<file path="src/rtl/cyt_rdma_hls_deadlock_detector_if.sv">
// rtl/cyt_rdma_hls_deadlock_detector_if.sv - report word valid/ready bus for the deadlock detector
interface cyt_rdma_hls_deadlock_detector_if;
    logic        report_valid;
    logic        report_ready;
    logic [31:0] report_data;

    modport master (
        output report_valid,
        output report_data,
        input  report_ready
    );

    modport slave (
        input  report_valid,
        input  report_data,
        output report_ready
    );
endinterface

</file>
<file path="src/rtl/cyt_rdma_hls_deadlock_detector.sv">
// rtl/cyt_rdma_hls_deadlock_detector.sv - qualifies persistent monitor block patterns into a sticky deadlock report
module cyt_rdma_hls_deadlock_detector #(
    parameter int NUM_MON   = 8,
    parameter int THRESHOLD = 1024,
    parameter int CNT_W     = 16
) (
    input  logic                clock,
    input  logic                reset,
    input  logic [NUM_MON-1:0]  mon_block,
    input  logic                clear,
    output logic                deadlock_detected,
    output logic [3:0]          deadlock_idx,
    output logic [CNT_W-1:0]    blocked_cycles,
    cyt_rdma_hls_deadlock_detector_if.master rpt
);
    typedef enum logic [1:0] {S_IDLE, S_WATCH, S_REPORT, S_HOLD} state_t;

    localparam logic [CNT_W-1:0] THR = CNT_W'(THRESHOLD);

    state_t             state_q, state_d;
    logic [NUM_MON-1:0] prev_q, prev_d;
    logic [CNT_W-1:0]   cnt_q, cnt_d;
    logic [NUM_MON-1:0] lat_q, lat_d;
    logic [3:0]         idx_q, idx_d;
    logic               det_q, det_d;
    logic [15:0]        lat_ext;
    logic [CNT_W-1:0]   cnt_inc;

    // Lowest set bit wins: scanning downward lets the lowest index overwrite last.
    function automatic logic [3:0] low_idx(input logic [NUM_MON-1:0] v);
        logic [3:0] r;
        r = '0;
        for (int i = NUM_MON - 1; i >= 0; i--) begin
            if (v[i]) r = 4'(i);
        end
        return r;
    endfunction

    // State and datapath registers; reset returns everything to the idle, empty report.
    always_ff @(posedge clock) begin
        if (reset) begin
            state_q <= S_IDLE;
            prev_q  <= '0;
            cnt_q   <= '0;
            lat_q   <= '0;
            idx_q   <= '0;
            det_q   <= 1'b0;
        end else begin
            state_q <= state_d;
            prev_q  <= prev_d;
            cnt_q   <= cnt_d;
            lat_q   <= lat_d;
            idx_q   <= idx_d;
            det_q   <= det_d;
        end
    end

    // Next-state: persistence counting while watching, report handshake, clear overrides all.
    always_comb begin
        state_d = state_q;
        prev_d  = prev_q;
        cnt_d   = cnt_q;
        lat_d   = lat_q;
        idx_d   = idx_q;
        det_d   = det_q;
        cnt_inc = cnt_q + 1'b1;

        if (state_q != S_REPORT && state_q != S_HOLD) begin
            prev_d = mon_block;
        end

        case (state_q)
            S_IDLE: begin
                if (mon_block != '0) begin
                    state_d = S_WATCH;
                    cnt_d   = CNT_W'(1);
                end else begin
                    cnt_d   = '0;
                end
            end
            S_WATCH: begin
                if (mon_block == '0) begin
                    state_d = S_IDLE;
                    cnt_d   = '0;
                end else if (mon_block != prev_q) begin
                    cnt_d   = CNT_W'(1);
                end else begin
                    cnt_d = cnt_inc;
                    if (cnt_inc == THR) begin
                        state_d = S_REPORT;
                        lat_d   = mon_block;
                        idx_d   = low_idx(mon_block);
                        det_d   = 1'b1;
                    end
                end
            end
            S_REPORT: begin
                if (rpt.report_ready) state_d = S_HOLD;
            end
            default: ;
        endcase

        // A clear drops any in-flight qualification or handshake and re-arms.
        if (clear) begin
            state_d = S_IDLE;
            prev_d  = '0;
            cnt_d   = '0;
            lat_d   = '0;
            idx_d   = '0;
            det_d   = 1'b0;
        end
    end

    // Report word assembly: latched vector zero-extended to 16 bits.
    always_comb begin
        lat_ext               = '0;
        lat_ext[NUM_MON-1:0]  = lat_q;
    end

    assign deadlock_detected = det_q;
    assign deadlock_idx      = idx_q;
    assign blocked_cycles    = cnt_q;
    assign rpt.report_valid  = (state_q == S_REPORT);
    assign rpt.report_data   = {8'hDE, 4'h0, idx_q, lat_ext};
endmodule

</file>
<file path="src/flat_wrapper.sv">
// flat-port wrapper written by rule: the top's interface ports become plain ports
module cyt_rdma_hls_deadlock_detector_flat 
#(
    parameter int NUM_MON   = 8,
    parameter int THRESHOLD = 1024,
    parameter int CNT_W     = 16
)
  (clock, reset, mon_block, clear, deadlock_detected, deadlock_idx, blocked_cycles, rpt_report_valid, rpt_report_data, rpt_report_ready);
  cyt_rdma_hls_deadlock_detector_if rpt_i ();
  input  logic clock;
  input  logic reset;
  input  logic [NUM_MON-1:0] mon_block;
  input  logic clear;
  output logic deadlock_detected;
  output logic [3:0] deadlock_idx;
  output logic [CNT_W-1:0] blocked_cycles;
  output wire logic [$bits(rpt_i.report_valid)-1:0] rpt_report_valid;
  output wire logic [$bits(rpt_i.report_data)-1:0] rpt_report_data;
  input wire logic [$bits(rpt_i.report_ready)-1:0] rpt_report_ready;
  assign rpt_report_valid = rpt_i.report_valid;
  assign rpt_report_data = rpt_i.report_data;
  assign rpt_i.report_ready = rpt_report_ready;
  cyt_rdma_hls_deadlock_detector #(.NUM_MON(NUM_MON), .THRESHOLD(THRESHOLD), .CNT_W(CNT_W)) u_core (.clock(clock), .reset(reset), .mon_block(mon_block), .clear(clear), .deadlock_detected(deadlock_detected), .deadlock_idx(deadlock_idx), .blocked_cycles(blocked_cycles), .rpt(rpt_i));
endmodule
</file>
<file path="config.mk">
export PLATFORM = sky130hd
export DESIGN_NAME = cyt_rdma_hls_deadlock_detector_flat
export DESIGN_NICKNAME = d
export VERILOG_FILES = /design/src/rtl/cyt_rdma_hls_deadlock_detector_if.sv /design/src/rtl/cyt_rdma_hls_deadlock_detector.sv /design/src/flat_wrapper.sv
export SDC_FILE = /design/constraint.sdc
export NUM_CORES = 1
export LEC_CHECK = 0
export CAP_MARGIN = 15
export CORE_ASPECT_RATIO = 0.75
export CORE_MARGIN = 10
export CORE_UTILIZATION = 65
export CTS_CLUSTER_SIZE = 40
export DETAILED_ROUTE_END_ITERATION = 10
export DONT_BUFFER_PORTS = 1
export GPL_ROUTABILITY_DRIVEN = 0
export PLACE_DENSITY_LB_ADDON = 0.08
export REMOVE_ABC_BUFFERS = 1
export SYNTH_ARGS = -nofsm -noshare
export SYNTH_HDL_FRONTEND = slang
export SYNTH_SLANG_ARGS = --single-unit
</file>
<file path="constraint.sdc">
create_clock -name clock -period 6.8 [get_ports clock]
set_clock_uncertainty 0.05 [all_clocks]
set_input_delay 1.36 -clock clock [delete_from_list [all_inputs] [get_ports clock]]
set_output_delay 1.36 -clock clock [all_outputs]
set_load 0.02 [all_outputs]
</file>
---- Word-level counts from Yosys, hierarchy flattened ----
Cells that the tools add are included.
Widths: inputs -> output; s select.
storage, ports and cells
  flip-flop bits (word level) ............. 39
  memory bits (writable) .................. 0
  word-level logic and storage cells ...... 46
  output and inout bits ................... 54
  memories kept ........................... 0
  bits of input ports ..................... 12
  bits in latches ......................... 0
  memory bits (read-only) ................. 0
cells by class
  muxes and demuxes ....................... 18
  equal/unequal tests ..................... 10
  bitwise logic cells ..................... 2
  $mul .................................... 0
  add/subtract/negate cells ............... 1
  divide/modulo/power cells ............... 0
  order comparisons ....................... 0
  shift operators ......................... 0
  reduce and logical (&&, ||, !) cells .... 9
operators by type and width
  kind                   number
  $mux 16                2
  $pmux 16 s2            1
  $mux 3                 8
  $add 16x1->16 const B  1
  $eq 16x11->1 const B   1
  $mux 2                 5
  $logic_not 8->1        1
  $ne 8x8->1             1
  $reduce_bool 8->1      1
  $pmux 2 s3             1
  $reduce_and 5->1       1
  $ne 2x1->1 const B     2
  $ne 2x2->1 const B     2
  $reduce_and 4->1       1
  $ne 3x1->1 const B     1
  $ne 3x2->1 const B     1
  $reduce_bool 3->1      1
  $eq 2x1->1 const B     1
  $eq 2x2->1 const B     1
  $logic_not 2->1        1
  $not 1->1              2
  $reduce_bool 2->1      1
  $reduce_or 2->1        1
  $logic_and 1x1->1      1
  $mux 1                 1

---- Longest topological paths before layout ----
Gate-level depths: netlist (run 1).
  depth in word-level cells ............... 8
  depth in mapped cells ................... 10
  gate-level depth less buffers ........... 8

---- Worst setup path before layout (run 1) ----
Ideal clock, no wire load.
  path type ............................... input to register
  start ................................... in mon_block[6]
  end ..................................... reg u_core.idx_q[1], in the netlist u_core.deadlock_idx[1]
  stages .................................. 7
  data required time ...................... 6680 ps
  path buffers ............................ 0
  data arrival time ....................... 3553 ps
  setup time .............................. 70 ps
  path slack .............................. 3126 ps
  path through ............................ xor2_1 nor4_1 nand4b_1 or4_1 or4b_4 or4_1 a21oi_1
between the ends
  longest elaborated chain between the ends .. 7
  elaborated cells between the ends (all ways) .. 12
  those cells by class .................... 1 x eq/ne; 7 x mux; 2 x bitwise; 2 x reduce/logical
ends and longest elaborated chain
  element                 line                                  text
  start: declaration      flat_wrapper.sv:12                    input logic [NUM_MON-1:0] mon_block;
  $mux 3 (7 in series)    cyt_rdma_hls_deadlock_detector.sv:34  if (v[i]) r = 4'(i);
  end signal: assignment  cyt_rdma_hls_deadlock_detector.sv:53  idx_q <= idx_d;
  end: declaration        cyt_rdma_hls_deadlock_detector.sv:24  logic [3:0] idx_q, idx_d;
Parallel ways exist; a longest one is shown, timed or not.
A chain may end at the register's enable or synchronous reset.

---- Final worst setup path (run 1) ----
Same ends and word-level chain as after synthesis.

==> flow_metrics.env, run 1 <==
export IMPL_netlist_instances=311
export IMPL_holdCritPathClass="reg -> reg"
export IMPL_first_iter_violations=198
export IMPL_p_comb_share_pct=6.7
export IMPL_setup_violations=0
export IMPL_worstHoldStart="u_core.prev_q[3]"
export IMPL_worst_pin_slew_ns=0.864
export IMPL_max_stage_delay_ns=0.63
export IMPL_yosys_top_cells_count="dfxtp_1 (38), nor2_1 (28), a21oi_1 (27), buf_4 (25), o21ai_0 (25)"
export IMPL_cts_sinks=38
export IMPL_port_buffers=0
export IMPL_ir_worst_vdd_mv=0.159
export IMPL_post_cts_buffers=0
export IMPL_r2r_start="u_core.blocked_cycles[0]"
export IMPL_num_antenna_cells=0
export IMPL_end_kind="flop"
export IMPL_cts_root_buf="clkbuf_8"
export IMPL_synth_edf_count=0
export IMPL_ys_seq_elements=38
export IMPL_drt_first_pass_iters=6
export IMPL_rows=19
export IMPL_yosysWarnings=0
export IMPL_insertion_delay_ns=0.29
export IMPL_ys_flop_type="dfxtp_1"
export IMPL_crit_buf_inv=0
export IMPL_ys_seq_area_share_pct=31.3
export IMPL_antenna_found_initial=0
export IMPL_grt_pass1_wl_um=9810
export IMPL_maxCapViolations=0
export IMPL_cts_tree="built"
export IMPL_hpwlAfterDp_um=4130
export IMPL_cts_buffers=5
export IMPL_gr_total_overflow=0
export IMPL_yosysMostFrequentCell="dfxtp_1"
export IMPL_initial_utilization_pct=66.9
export IMPL_chipHeight_um=73.0
export IMPL_cp_start_kind="input port"
export IMPL_coreArea_mm2=0.00364
export IMPL_cp_data_required_time_ns=6.97
export IMPL_yosysUniqueCellTypes=51
export IMPL_die_x_um=90.7
export IMPL_ctsHtreeMaxLevel=2
export IMPL_startpoint="mon_block[6]"
export IMPL_wire_per_inst_um=16.6
export IMPL_ant_nets=0
export IMPL_slowest_stage="or4b_4"
export IMPL_p_leak_uw=0.000962
export IMPL_yosys_area_top_type="dfxtp_1"
export IMPL_cellPowerDensity_mw_per_mm2=205
export IMPL_p_clk_share_pct=47.4
export IMPL_finalPower_uw=499
export IMPL_slew_headroom_pct=42.3
export IMPL_path_class="in -> reg"
export IMPL_vias=2102
export IMPL_p_switching_uw=110
export IMPL_grt_max_degree=39
export IMPL_fin_crit_ns=3.79
export IMPL_path_max_fanout=13
export IMPL_io_pins=66
export IMPL_fin_nets=315
export IMPL_postSynth_asyncResetShare_pct=0
export IMPL_cts_resized=0
export IMPL_path_common_cell="or4_1"
export IMPL_cts_reportedPaths_clkPinSlew_ns=0.07
export IMPL_period_share_pct=55.7
export IMPL_seqPwrFrac_pct=45.8
export IMPL_netlist_top_cells_area="dfxtp_1 (31%), buf_4 (7.7%), a21oi_1 (5.6%)"
export IMPL_intPower_uw=389
export IMPL_area_delta_synth_final_pct=0.257
export IMPL_status="complete, no violations"
export IMPL_rsz0062_at_grt="false"
export IMPL_drive_above_1_share_pct=4.73
export IMPL_viasPerCell=6.04
export IMPL_grtUsageTotal_pct=17.5
export IMPL_hold_viol=0
export IMPL_drv_slew=0
export IMPL_crit_family="simple AND/OR/NAND/NOR gates"
export IMPL_drt_wl_total_um=5790
export IMPL_synth_top_area_share_pct=31.3
export IMPL_syn_area_mm2=0.00243
export IMPL_grt_pass1_vias=1964
export IMPL_clockBufferDepth=2
export IMPL_switching_share_pct=22.0
export IMPL_timing_fmax_mhz=264
export IMPL_cts_hold_buffers=0
export IMPL_crit_chain="xor2_1, nor4_1, nand4b_1, or4_1, or4b_4, or4_1, a21oi_1"
export IMPL_die_area_mm2=0.00662
export IMPL_synth_avg_cell_area_um2=7.83
export IMPL_drc=0
export IMPL_tns_ns=0
export IMPL_arrival_ns=3.96
## cell families after synthesis
kind of cell             synth area share [%]
other                                   0.309
flip-flops                               31.3
AND/OR/NAND/NOR                          25.9
adder cells (fa/ha/maj)                  4.11
XOR/XNOR                                 3.24
AO/OA/AOI/OAI                            18.5
multiplexers                             4.16
buffers and inverters                    12.6
## final timing paths
| kind | cells past startpoint | slack [ns] | end |
|---|---|---|---|
| setup / recovery | 7 | 3.01 | u_core.deadlock_idx[1] |
| hold / removal | 2 | 0.44 | u_core.prev_q[3] |
| setup reg to reg | 8 | 3.12 | u_core.deadlock_idx[1] |
| hold reg to reg | 2 | 0.44 | u_core.prev_q[3] |
## area by class of cell
cell class | instances | area (µm²)
Clock buffer | 6 | 82.6
Clock inverter | 2 | 60.1
Fill cell | 323 | 1200
Inverter | 8 | 30.0
Multi-Input combinational cell | 242 | 1440
Sequential cell | 38 | 761
Tap cell | 52 | 65.1
## tightest hold or removal path: cells and delay by family (launching register included)
| kind | cells | cell delay (ns) |
|---|---|---|
| AO/OA/AOI/OAI | 2 | 0.13 |
| flip-flops | 1 | 0.32 |
## cells in the final DEF (no fill, tap or decap), drive strengths merged, types with 4 or more instances in the layout
cell / instances
dfxtp: 38
nor2: 28
a21oi: 27
o21ai: 26
conb: 22
nand2: 20
mux2i: 9
nor3: 9
inv: 8
xor2: 8
ha: 8
nand3: 7
and3: 7
a31oi: 6
or3: 6
or4: 6
clkbuf: 6
nor4: 5
and2: 5
nand4: 4
or2: 4
## metrics by stage
stage	hold WS, ns	util [%]	instance area (µm²)	setup WS [ns]	std cells
finish	0.441	67.1	2440	3.01	348
global route	0.480	67.1	2440	2.91	348
CTS	0.441	67.1	2440	3.06	348
detailed placement	0.430	63.2	2300	2.79	340
global placement	0.428	63.2	2300	2.83	340
floorplan	0.415	-	2230	3.01	288
## power groups by stage
stage               Clock [µW]  Combinational (µW)  Sequential (µW)
floorplan                    0                27.3              233
global placement             0                32.1              234
detailed placement           0                32.3              234
CTS                        240                32.6              229
global route               247                37.4              229
finish                     237                33.6              229
## flip-flops by register name (all words and copies together), names as in the netlist
| name | count |
|---|---|
| u_core.blocked_cycles | 16 |
| u_core.lat_q | 8 |
| u_core.prev_q | 8 |
| u_core.deadlock_idx | 3 |
| u_core.state_q | 2 |
| u_core.deadlock_detected | 1 |
## routing by layer
layer  track usage (%)  part of all wire [%]  wire [µm]  vias up
met5                 0                     0          0        -
met4              3.70                  0.79         46        0
met3              7.19                    10        606        7
met2              26.3                    42       2430      103
met1              22.9                    47       2710      962
li1                  -                     -          -     1030
No activity file was read; power rests on OpenSTA's default activity.
==> inputs of run 2 (changes only) <==
CORE_UTILIZATION = 57   (was 65)
clock period = 3.33 ns   (was 6.8 ns; I/O delays follow)
==> run 2 against run 1 <==
Clock power increased by 62%. Hold slack improved by 0.0021 ns. Worst setup slack got worse by 2.8 ns. Critical path depth unchanged. Combinational power increased by 110%.
==> flow_metrics.env, run 2 (synthesis gave the netlist of run 1 again) <==
export IMPL_status="complete, no violations"
export IMPL_cp_start_kind="flop"
export IMPL_io_pins=66
export IMPL_placed_cells=356
export IMPL_port_buffers=0
export IMPL_fillCellCount=382
export IMPL_cts_sinks=38
export IMPL_grt_max_degree=39
export IMPL_ctsHtreeMaxLevel=2
export IMPL_vias=2080
export IMPL_rows=20
export IMPL_hpwlAfterDp_um=4420
export IMPL_end_kind="flop"
export IMPL_cts_hold_buffers=0
export IMPL_drt_first_pass_iters=4
export IMPL_clockBufferDepth=2
export IMPL_chipHeight_um=76.6
export IMPL_path_max_fanout=9
export IMPL_slew_headroom_pct=52.6
export IMPL_cellPowerDensity_mw_per_mm2=367
export IMPL_p_leak_uw=0.00101
export IMPL_period_share_pct=92.1
export IMPL_drive_above_1_share_pct=8.09
export IMPL_finalPower_uw=919
export IMPL_coreArea_mm2=0.00408
export IMPL_drt_wl_total_um=5870
export IMPL_p_clk_share_pct=41.6
export IMPL_fin_nets=328
export IMPL_viasPerCell=5.71
export IMPL_intPower_uw=701
export IMPL_num_antenna_cells=0
export IMPL_worst_pin_slew_ns=0.711
export IMPL_switching_share_pct=23.8
export IMPL_cts_reportedPaths_clkPinSlew_ns=0.08
export IMPL_seqPwrFrac_pct=50.5
export IMPL_grtUsageTotal_pct=15.7
export IMPL_cts_buffers=5
export IMPL_post_cts_buffers=0
export IMPL_wire_per_inst_um=16.1
export IMPL_die_area_mm2=0.00731
export IMPL_path_class="reg -> reg"
export IMPL_area_delta_synth_final_pct=2.93
export IMPL_rsz0062_at_grt="false"
export IMPL_fin_cells=364
export IMPL_cts_tree="built"
export IMPL_cts_root_buf="clkbuf_8"
export IMPL_grt_pass1_wl_um=9580
export IMPL_tns_ns=0
export IMPL_holdCritPathClass="reg -> reg"
export IMPL_initial_utilization_pct=59.7
export IMPL_setup_violations=0
export IMPL_layout_common_cells="dfxtp_1 (38), nor2_1 (28), a21oi_1 (27)"
export IMPL_largest_register_ffs=16
export IMPL_mostFrequentLayoutCell="dfxtp_1"
export IMPL_fin_crit_ns=3.07
export IMPL_grt_pass1_vias=1915
export IMPL_drv_slew=0
export IMPL_die_x_um=95.5
export IMPL_maxCapViolations=0
export IMPL_ir_worst_vdd_mv=0.250
export IMPL_p_switching_uw=218
export IMPL_insertion_delay_ns=0.29
export IMPL_first_iter_violations=158
export IMPL_cp_data_required_time_ns=3.50
export IMPL_ant_nets=0
export IMPL_hold_viol=0
export IMPL_antenna_found_initial=0
export IMPL_timing_fmax_mhz=326
export IMPL_cts_resized=0
export IMPL_p_comb_share_pct=7.9
export IMPL_arrival_ns=3.24
export IMPL_gr_total_overflow=0
export IMPL_drc=0
-- run 2: cell types whose count changed in the layout (fill, tap and decap cells not counted), sizes merged --
cell	delta
bufinv	-1
buf	+13
clkbuf	+1
-- run 2: power groups by stage --
| stage | Sequential [µW] | Combinational (µW) | Clock [µW] |
|---|---|---|---|
| 6_report | 464 | 72.2 | 383 |
| 5_1_grt | 465 | 81.4 | 412 |
| 4_1_cts | 464 | 70.7 | 392 |
| 3_5_place_dp | 475 | 70.4 | 0 |
| 3_3_place_gp | 475 | 70.3 | 0 |
| 2_1_floorplan | 476 | 55.7 | 0 |
-- run 2: path summary, 6_finish.rpt --
kind / cells past startpoint / from / endpoint / slack [ns]
worst max-delay path: 7 / u_core.blocked_cycles[3] / u_core.deadlock_idx[1] / 0.26
worst min-delay path: 2 / u_core.prev_q[1] / u_core.prev_q[1] / 0.44
worst max register to register: 7 / u_core.blocked_cycles[3] / u_core.deadlock_idx[1] / 0.26
worst min register to register: 2 / u_core.prev_q[1] / u_core.prev_q[1] / 0.44
-- run 2: layer usage --
metal | wire length, µm | up-vias | track usage [%]
li1 | - | 1065 | -
met1 | 2910 | 932 | 22.6
met2 | 2260 | 79 | 21.4
met3 | 667 | 4 | 6.20
met4 | 34 | 0 | 2.94
met5 | 0 | - | 0
-- run 2: area by class of cell --
cell class | instances | area, µm² | share of cell area [%]
multi-input cells | 242 | 1440 | 57.5
flip-flops and latches | 38 | 761 | 30.4
repair buffers | 13 | 97.6 | 3.90
clock buffers | 7 | 76.3 | 3.05
well taps | 55 | 68.8 | 2.75
clock inverters | 1 | 30.0 | 1.20
inverters | 8 | 30.0 | 1.20
-- run 2: stage by stage --
stage	area [µm²]	setup WS [ns]	util, %	hold slack (ns)
3_3_place_gp	2400	0.214	58.8	0.427
2_1_floorplan	2230	0.139	-	0.415
6_report	2500	0.262	61.4	0.443
3_5_place_dp	2400	0.154	58.8	0.432
4_1_cts	2500	0.293	61.4	0.444
5_1_grt	2500	0.0864	61.4	0.450
-- run 2: critical path, stage by stage, from the launching register on --
cell	delay, ns
dfxtp_1	0.59
and3_1	0.37
and3_1	0.23
a31oi_1	0.12
or4_1	0.52
or4b_4	0.50
or4_1	0.47
a21oi_1	0.14
==> inputs of run 3 (changes only) <==
CORE_MARGIN = 1   (was 10)
HOLD_SLACK_MARGIN = 0.06   (was unset)
==> run 3 against run 2 <==
Count of clock-buffer cells in the layout decreased by 2. First-iteration DRC count down 2.5%. Sequential cell count unchanged. Non-clock buffer count increased by 1. Power up 2.3%. Die area fell by 38%. Utilization grew 0.40 points. Clock power grew 5.5%. Routed wire length fell by 8.5%. Cell count grew 0.27%. Critical path type unchanged. Critical endpoint unchanged. Largest cell class unchanged.
==> flow_metrics.env, run 3 (synthesis gave the netlist of run 1 again) <==
export IMPL_status="complete, no violations"
export IMPL_cts_reportedPaths_clkPinSlew_ns=0.08
export IMPL_r2r_start="u_core.blocked_cycles[0]"
export IMPL_worst_slack_ns=0.215
export IMPL_path_max_fanout=8
export IMPL_p_comb_share_pct=7.7
export IMPL_hold_viol=0
export IMPL_cts_tree="built"
export IMPL_largest_register_ffs=16
export IMPL_insertion_delay_ns=0.30
export IMPL_hpwlAfterDp_um=3770
export IMPL_ir_worst_vdd_mv=0.249
export IMPL_drc=0
export IMPL_viasPerCell=5.93
export IMPL_area_delta_synth_final_pct=3.60
export IMPL_ctsHtreeMaxLevel=2
export IMPL_first_iter_violations=154
export IMPL_coreArea_mm2=0.00408
export IMPL_holdPathStages=2
export IMPL_io_pins=66
export IMPL_clockBufferDepth=2
export IMPL_initial_utilization_pct=59.7
export IMPL_min_to="u_core.prev_q[4]"
export IMPL_die_area_mm2=0.00454
export IMPL_worstHoldStart="u_core.prev_q[4]"
export IMPL_gr_total_overflow=0
export IMPL_grt_pass1_vias=1723
export IMPL_fin_hold_ws_ns=0.440
export IMPL_port_buffers=0
export IMPL_drt_wl_total_um=5370
export IMPL_setup_violations=0
export IMPL_fillCellCount=382
export IMPL_rows=20
export IMPL_end_kind="flop"
export IMPL_fin_crit_ns=3.11
export IMPL_switching_share_pct=25.6
export IMPL_worst_pin_slew_ns=0.738
export IMPL_period_share_pct=93.5
export IMPL_cts_buffers=5
export IMPL_grt_max_degree=39
export IMPL_num_antenna_cells=0
export IMPL_holdCritPathClass="reg -> reg"
export IMPL_reg2reg_to="u_core.deadlock_idx[1]"
export IMPL_cts_sinks=38
export IMPL_startpoint="u_core.blocked_cycles[0]"
export IMPL_intPower_uw=700
export IMPL_ant_nets=0
export IMPL_drive_above_1_share_pct=9.35
export IMPL_post_cts_buffers=0
export IMPL_path_class="reg -> reg"
export IMPL_chipHeight_um=58.6
export IMPL_mostFrequentLayoutCell="dfxtp_1"
export IMPL_vias=2166
export IMPL_grtUsageTotal_pct=24.2
export IMPL_r2r_cells=8
export IMPL_cellPowerDensity_mw_per_mm2=373
export IMPL_grt_pass1_wl_um=8560
export IMPL_p_switching_uw=241
export IMPL_cp_data_required_time_ns=3.50
export IMPL_cts_root_buf="clkbuf_8"
export IMPL_maxCapViolations=0
export IMPL_wire_per_inst_um=14.7
export IMPL_seqPwrFrac_pct=49.3
export IMPL_arrival_ns=3.29
export IMPL_finalPower_uw=941
export IMPL_cp_start_kind="flop"
export IMPL_layout_common_cells="dfxtp_1 (38), nor2_1 (28), a21oi_1 (27)"
export IMPL_fin_nets=329
export IMPL_die_x_um=77.5
export IMPL_tns_ns=0
export IMPL_p_clk_share_pct=43.0
export IMPL_drt_first_pass_iters=4
export IMPL_place_ws_ns=0.119
export IMPL_r2r_slack_ns=0.22
export IMPL_p_leak_uw=0.00101
export IMPL_slew_headroom_pct=50.8
export IMPL_drv_slew=0
export IMPL_antenna_found_initial=0
export IMPL_timing_fmax_mhz=321
export IMPL_rsz0062_at_grt="false"
[run 3: changes by cell type in the layout (fill, tap and decap cells not counted), sizes merged]
| cell | delta |
|---|---|
| clkinvlp | +2 |
| clkbuf | -2 |
| buf | +1 |
[run 3: worst max-delay path, cell delays in order, from the launching register on]
cell	delay, ns
dfxtp_1	0.35
ha_1	0.26
and3_2	0.30
and3_1	0.21
a31oi_1	0.14
or4_1	0.52
or4b_4	0.56
or4_1	0.50
a21oi_1	0.15
[run 3: through the flow]
step | utilization [%] | cells | instance area, µm²
6_report | 61.8 | 365 | 2520
5_1_grt | 61.8 | 365 | 2520
4_1_cts | 61.8 | 365 | 2520
3_3_place_gp | 59.0 | 357 | 2410
2_1_floorplan | - | 288 | 2230
3_5_place_dp | 59.0 | 357 | 2410
[run 3: cell type report]
cell class,instances,area (µm²),share of cell area [%]
tap,55,68.8,2.73
timing repair buffer,14,105,4.17
clock inverter,3,45.0,1.79
inverter,8,30.0,1.19
clock buffer,5,68.8,2.73
sequential,38,761,30.2
multi-input combinational,242,1440,57.2
[run 3: how the worst max path moves through the flow]
stage	end	slack, ns	cells after the start
2_1_floorplan	u_core.deadlock_idx[1]	0.14	8
3_3_place_gp	u_core.deadlock_idx[1]	0.18	8
3_5_place_dp	u_core.deadlock_idx[1]	0.12	7
4_1_cts	u_core.deadlock_idx[1]	0.19	8
5_1_grt	u_core.deadlock_idx[1]	0.03	8
6_report	u_core.deadlock_idx[1]	0.22	8
[run 3: power by group through the flow]
stage	combinational (µW)	clock (µW)	sequential, µW
floorplan	55.7	0	476
global placement	71.5	0	475
detailed placement	71.4	0	475
CTS	71.9	409	464
global route	80.5	433	465
finish	72.7	404	464
[run 3: metal layers]
| metal | global-route usage (%) | routed length [µm] |
|---|---|---|
| met1 | 36.0 | 2710 |
| met3 | 7.91 | 466 |
| met2 | 33.8 | 2160 |
| met4 | 4.85 | 31 |
| met5 | 0 | 0 |
[run 3: what timing repair did]
item | 4_1_cts | 5_1_grt
gates resized for setup | 0 | 1
hold buffers | 0 | 0
endpoints found under the setup margin | 0 | 1
==> RTL edit 1, RTL diff (flow settings as in run 1) <==
Encoding of `state_t`: now Gray code (2 bits for 4 states).
--- a/src/rtl/cyt_rdma_hls_deadlock_detector.sv
+++ b/src/rtl/cyt_rdma_hls_deadlock_detector.sv
@@ -13,7 +13,7 @@
     output logic [CNT_W-1:0]    blocked_cycles,
     cyt_rdma_hls_deadlock_detector_if.master rpt
 );
-    typedef enum logic [1:0] {S_IDLE, S_WATCH, S_REPORT, S_HOLD} state_t;
+    typedef enum logic [1:0] {S_IDLE = 2'b00, S_WATCH = 2'b01, S_REPORT = 2'b11, S_HOLD = 2'b10} state_t;
 
     localparam logic [CNT_W-1:0] THR = CNT_W'(THRESHOLD);
 
Function: same outputs for any inputs over 10 cycles, from zero or initial values; not proved beyond that.
==> RTL edit 1 against run 1 <==
Combinational power fell by 26%. Area after synthesis fell by 8.8%. Routed wire length fell by 11%. Final cell count fell by 12%. Sequential cell count did not move. Setup slack improved by 0.19 ns. Cell area fell by 9.6%. Power fell by 11%. Largest power group is now registers.
==> RTL edit 1: results (changes against run 1) <==
Status
  • Outcome: finished, final reports clean

Synth
  • Main synth FF type: dfxtp_1
  • Ys async rst share: 0% (unchanged)
  • Synth warn: 0 (unchanged)
  • Top cells by area, synth: dfxtp_1 34%, buf_4 8.8%, a21oi_1 6.8%
  • Most instantiated cells after synthesis: 38 x dfxtp_1, 30 x a21oi_1, 27 x nor2_1
  • Synth cell types: 45 (-12%)
  • Sequential-to-total area share from yosys stat: 34.3% (+3.0 points)

Clocking
  • Clock Path Buffers: 2 (unchanged)
  • CTS Hold Bufs: 0 (unchanged)
  • Root Driver: clkbuf_8
  • Post-CTS resize count: 0 (unchanged)
  • Max H-tree Level: 2 (unchanged)
  • Worst skew pair latency: 0.30 ns
  • CTS Buf Count: 5 (unchanged)
  • Post-CTS Setup Inserts: 0 (unchanged)
  • Worst-path clk slew: 0.08 ns

STA
  • Final setup fails: 0 (unchanged)
  • Worst-Margin Slew: 1.16 ns (+0.298 ns)

Power and ir drop
  • Leak pwr: 0.803 nW (-17%)
  • Peak VDD IR: 0.146 mV (-8.6%)

Setup path
  • CP max FO: 15 (+2)
  • R2R depth: 5 (-3)
  • CP arrival: 3.77 ns (-0.19 ns)
  • CP delay by family, top: simple AND/OR/NAND/NOR gates
  • CP max stage delay: 0.66 ns (+0.03 ns)
  • Reg-to-reg startpoint: u_core.state_q[1]
  • R2r endpoint: u_core.deadlock_idx[0]
  • Slowest cell on the critical path: or3_1
  • R2R Setup Slk: 3.65 ns (+0.53 ns)

Hold path
  • Hold Path End: u_core.prev_q[4]
  • HP Start: u_core.prev_q[4]
  • Hold Path Stages: 2 (unchanged)
  • HP Class: reg -> reg

Place
  • Detailed Place HPWL: 3720 µm (-9.9%)
  • Port bufs: 0 (unchanged)
  • Placed instance area: 0.00209 mm² (-9.1%)

GRT
  • Global-route wire length before repair: 8390 µm (-14%)
  • Number of global-route vias before repair: 1,612 (-18%)
  • Initial antenna violation count: 0 (unchanged)
  • Largest net degree at the start of global routing: 39 (unchanged)
  • GRT Util Overall: 16.4% (-1.1 points)

Finish
  • Ratio of cells with drive above 1 in the final layout: 5.66% (+0.93 points)
  • Final net count: 278 (-12%)
  • Fill cell count: 279 (-14%)
  • Diodes inserted: 0 (unchanged)
  • Largest register FFs: 16 (unchanged)

Routing
  • Detailed Route Iter0 Violations: 127 (-36%)
  • Wire per inst: 16.9 µm (+1.8%)
  • Router iterations before antenna repair: 4 (-2)
  • Via density: 6.13 (+1.5%)
RTL edit 1: cell count changes after synthesis, sizes merged, moves of 5 or more:
cell / run 1 / this run
nand2: 20 / 8
nand4: 4 / 15
ha: 8 / 2
and3: 7 / 2
buf: 34 / 29
clkbuf: 9 / 14
nand3b: 0 / 5
o21ai: 26 / 21
RTL edit 1: cell type report:
class | instances | area (µm²) | area share (%)
Tap cell | 40 | 50.0 | 2.27
Sequential cell | 38 | 761 | 34.5
Timing Repair Buffer | 1 | 7.51 | 0.341
Clock inverter | 3 | 40.0 | 1.82
Clock buffer | 5 | 68.8 | 3.12
Inverter | 4 | 15.0 | 0.681
Multi-Input combinational cell | 214 | 1260 | 57.3
RTL edit 1: stage by stage:
step	std cells	worst slack [ns]	util (%)	hold WS, ns
after floorplan	256	3.30	-	0.434
after global placement	296	2.98	63.5	0.453
after detailed placement	296	2.87	63.5	0.462
after CTS	304	3.17	66.8	0.483
after global routing	305	2.92	67.0	0.510
final	305	3.20	67.0	0.483
RTL edit 1: power by group:
| group | total (mW) | internal (mW) | switching, mW |
|---|---|---|---|
| Combinational | 0.0250 | 0.00549 | 0.0195 |
| Sequential | 0.228 | 0.225 | 0.00280 |
| Clock | 0.191 | 0.108 | 0.0833 |
RTL edit 1: cells by family (layout without fill, tap and decap cells):
family | after synthesis | in the layout | share of synthesized area, %
simple gates | 99 | 99 | 24.9
compound gates | 71 | 71 | 18.5
buf+inv | 47 | 13 | 12.5
flops | 38 | 38 | 34.3
xor+xnor | 11 | 11 | 4.34
mux | 9 | 9 | 4.06
fa+ha+maj | 2 | 2 | 1.13
other cells | 2 | 22 | 0.339
RTL edit 1: tightest hold or removal path, stage by stage, from the launching register on:
cell     delay [ns]
dfxtp_1        0.35
mux2i_1        0.07
nor2_1         0.08
RTL edit 1: worst max-delay path by stage:
stage	from	to	slack, ns
2_1_floorplan	mon_block[5]	u_core.deadlock_idx[0]	3.30
6_report	mon_block[4]	u_core.deadlock_idx[0]	3.20
5_1_grt	mon_block[4]	u_core.deadlock_idx[0]	2.92
3_5_place_dp	mon_block[4]	u_core.deadlock_idx[0]	2.87
4_1_cts	mon_block[4]	u_core.deadlock_idx[0]	3.17
3_3_place_gp	mon_block[4]	u_core.deadlock_idx[0]	2.98
RTL edit 1: per-layer routing:
| layer | GRT usage (%) | vias up | part of all wire (%) |
|---|---|---|---|
| met3 | 6.75 | 9 | 12 |
| met1 | 23.3 | 838 | 47 |
| met5 | 0 | - | 0 |
| li1 | - | 935 | - |
| met4 | 6.54 | 0 | 1.7 |
| met2 | 21.0 | 87 | 39 |
==> RTL edit 2, RTL diff (config.mk and constraints of run 1) <==
Made on the original files. `NUM_MON` is set to 8 in 2 places; all go to 16.
--- a/src/rtl/cyt_rdma_hls_deadlock_detector.sv
+++ b/src/rtl/cyt_rdma_hls_deadlock_detector.sv
@@ -1,6 +1,6 @@
 // rtl/cyt_rdma_hls_deadlock_detector.sv - qualifies persistent monitor block patterns into a sticky deadlock report
 module cyt_rdma_hls_deadlock_detector #(
-    parameter int NUM_MON   = 8,
+    parameter int NUM_MON   = 16,
     parameter int THRESHOLD = 1024,
     parameter int CNT_W     = 16
 ) (
--- a/src/flat_wrapper.sv
+++ b/src/flat_wrapper.sv
@@ -1,7 +1,7 @@
 // flat-port wrapper written by rule: the top's interface ports become plain ports
 module cyt_rdma_hls_deadlock_detector_flat 
 #(
-    parameter int NUM_MON   = 8,
+    parameter int NUM_MON   = 16,
     parameter int THRESHOLD = 1024,
     parameter int CNT_W     = 16
 )
Ports: changed (resized mon_block); port bits go from 66 to 74. The function was not compared with the original's and may differ.
==> RTL edit 2 against run 1 <==
Register-to-register slack better by 0.13 ns. Worst hold slack worse by 0.018 ns. Sequential share of layout area increased by 5.3 points. Critical path depth rose by 2. Non-clock buffer count increased by 1. Routed wire length up 22%. Combinational power up 28%. Sequential cell count grew 17. Count of clock-buffer cells in the layout is 1 lower. Cell area grew 24%. Area after synthesis up 24%. Clock power is 6% lower. Power increased by 20%. Setup slack better by 0.24 ns. Critical path type is now reg -> reg.
==> RTL edit 2: results (changes against run 1) <==
Power and ir drop
  • Peak VDD IR: 0.158 mV (-0.76%)
  • Switch share: 23.9% (+1.9 points)
  • Leak pwr: 1.05 nW (+8.9%)

Place
  • Detailed Place HPWL: 5230 µm (+27%)
  • Placed Cells: 409 (+20%)
  • Placed instance area: 0.00289 mm² (+26%)
  • Setup WS pre-CTS: 2.78 ns (-0.00485 ns)

Clocking
  • Worst skew pair latency: 0.31 ns (+0.02 ns)
  • Post-CTS resize count: 0 (unchanged)
  • Worst-path clk slew: 0.10 ns (+0.03 ns)

STA
  • Worst-Margin Slew: 1.07 ns (+0.203 ns)

Setup path
  • Slowest cell on the critical path: and4_1
  • WS Path Type: reg -> reg
  • CP arrival: 3.66 ns (-0.30 ns)
  • CP max stage delay: 0.60 ns (-0.03 ns)
  • CP max FO: 12 (-1)

Routing
  • Vias: 2,511 (+19%)
  • Router iterations before antenna repair: 4 (-2)
  • Wire per inst: 16.9 µm (+1.8%)
  • Detailed Route Iter0 Violations: 166 (-16%)

Status
  • Outcome: finished, final reports clean

Synth
  • Synth cell types: 48 (-5.9%)
  • Main synth FF type: dfxtp_1
  • Ys async rst share: 0% (unchanged)
  • Top cells by area, synth: dfxtp_1 37%, mux2i_1 6.7%, a21oi_1 6.0%
  • Sequential-to-total area share from yosys stat: 36.6% (+5.3 points)
  • Most instantiated cells after synthesis: 55 x dfxtp_1, 47 x nand2_1, 47 x nor2_1
  • Syn avg cell area: 8.00 µm² (+2.2%)

Finish
  • Ratio of cells with drive above 1 in the final layout: 4.71% (-0.021 points)
  • Diodes inserted: 0 (unchanged)
  • Cell Count, Final, Fillers Out: 418 (+20%)
  • Fill cell count: 385 (+19%)
  • Final net count: 387 (+23%)

GRT
  • Largest net degree at the start of global routing: 52 (+33%)
  • Number of global-route vias before repair: 2,129 (+8.4%)
  • Global-route wire length before repair: 11,200 µm (+14%)
  • Initial antenna violation count: 0 (unchanged)
  • GRT Util Overall: 17.1% (-0.38 points)

Hold path
  • HP Class: reg -> reg
-- RTL edit 2: area by class of cell --
| class | count | area, µm² | share of cell area (%) |
|---|---|---|---|
| inverters | 11 | 41.3 | 1.37 |
| clock buffers | 5 | 68.8 | 2.28 |
| repair buffers | 1 | 15.0 | 0.497 |
| flip-flops and latches | 55 | 1100 | 36.5 |
| multi-input cells | 286 | 1680 | 55.5 |
| clock inverters | 3 | 47.5 | 1.57 |
| well taps | 57 | 71.3 | 2.36 |
-- RTL edit 2: worst max-delay path: cells and delay by family, from the launching register on --
| kind | cells | cell delay, ns |
|---|---|---|
| buffers and inverters | 1 | 0.24 |
| AOI/OAI and AO/OA | 1 | 0.21 |
| adders and majority gates | 1 | 0.34 |
| muxes | 2 | 0.58 |
| and+or+nand+nor | 4 | 1.39 |
| DFF | 1 | 0.58 |
-- RTL edit 2: logic make-up (layout without fill, tap and decap cells) --
logic type / after synthesis / after routing / share of synthesized area [%]
adder cells (fa/ha/maj): 7 / 7 / 2.91
XOR/XNOR: 16 / 16 / 4.66
AND/OR/NAND/NOR: 156 / 156 / 24.8
multiplexers: 21 / 21 / 7.03
flip-flops: 55 / 55 / 36.6
AO/OA/AOI/OAI: 74 / 74 / 14.8
buffers and inverters: 45 / 20 / 8.94
other: 2 / 12 / 0.250
-- RTL edit 2: power by group through the flow --
stage	registers (mW)	clock network [mW]	logic, mW
6_report	0.331	0.223	0.0429
5_1_grt	0.332	0.240	0.0479
3_3_place_gp	0.338	0	0.0415
3_5_place_dp	0.339	0	0.0418
2_1_floorplan	0.338	0	0.0346
4_1_cts	0.331	0.228	0.0421
-- RTL edit 2: path summary, 6_finish.rpt --
kind                            slack, ns  cells after the start           endpoint                      from
worst max-delay path                 3.25                      9  u_core.lat_ext[6]  u_core.blocked_cycles[0]
worst min-delay path                 0.42                      2   u_core.prev_q[9]          u_core.prev_q[9]
worst max register to register       3.25                      9  u_core.lat_ext[6]  u_core.blocked_cycles[0]
worst min register to register       0.42                      2   u_core.prev_q[9]          u_core.prev_q[9]
-- RTL edit 2: metal layers --
layer | share of wire, % | vias to the layer above | global-route usage (%)
met2 | 42 | 116 | 24.1
met3 | 14 | 2 | 7.79
li1 | - | 1237 | -
met4 | 0.23 | 0 | 3.43
met5 | 0 | - | 0
met1 | 44 | 1156 | 23.4
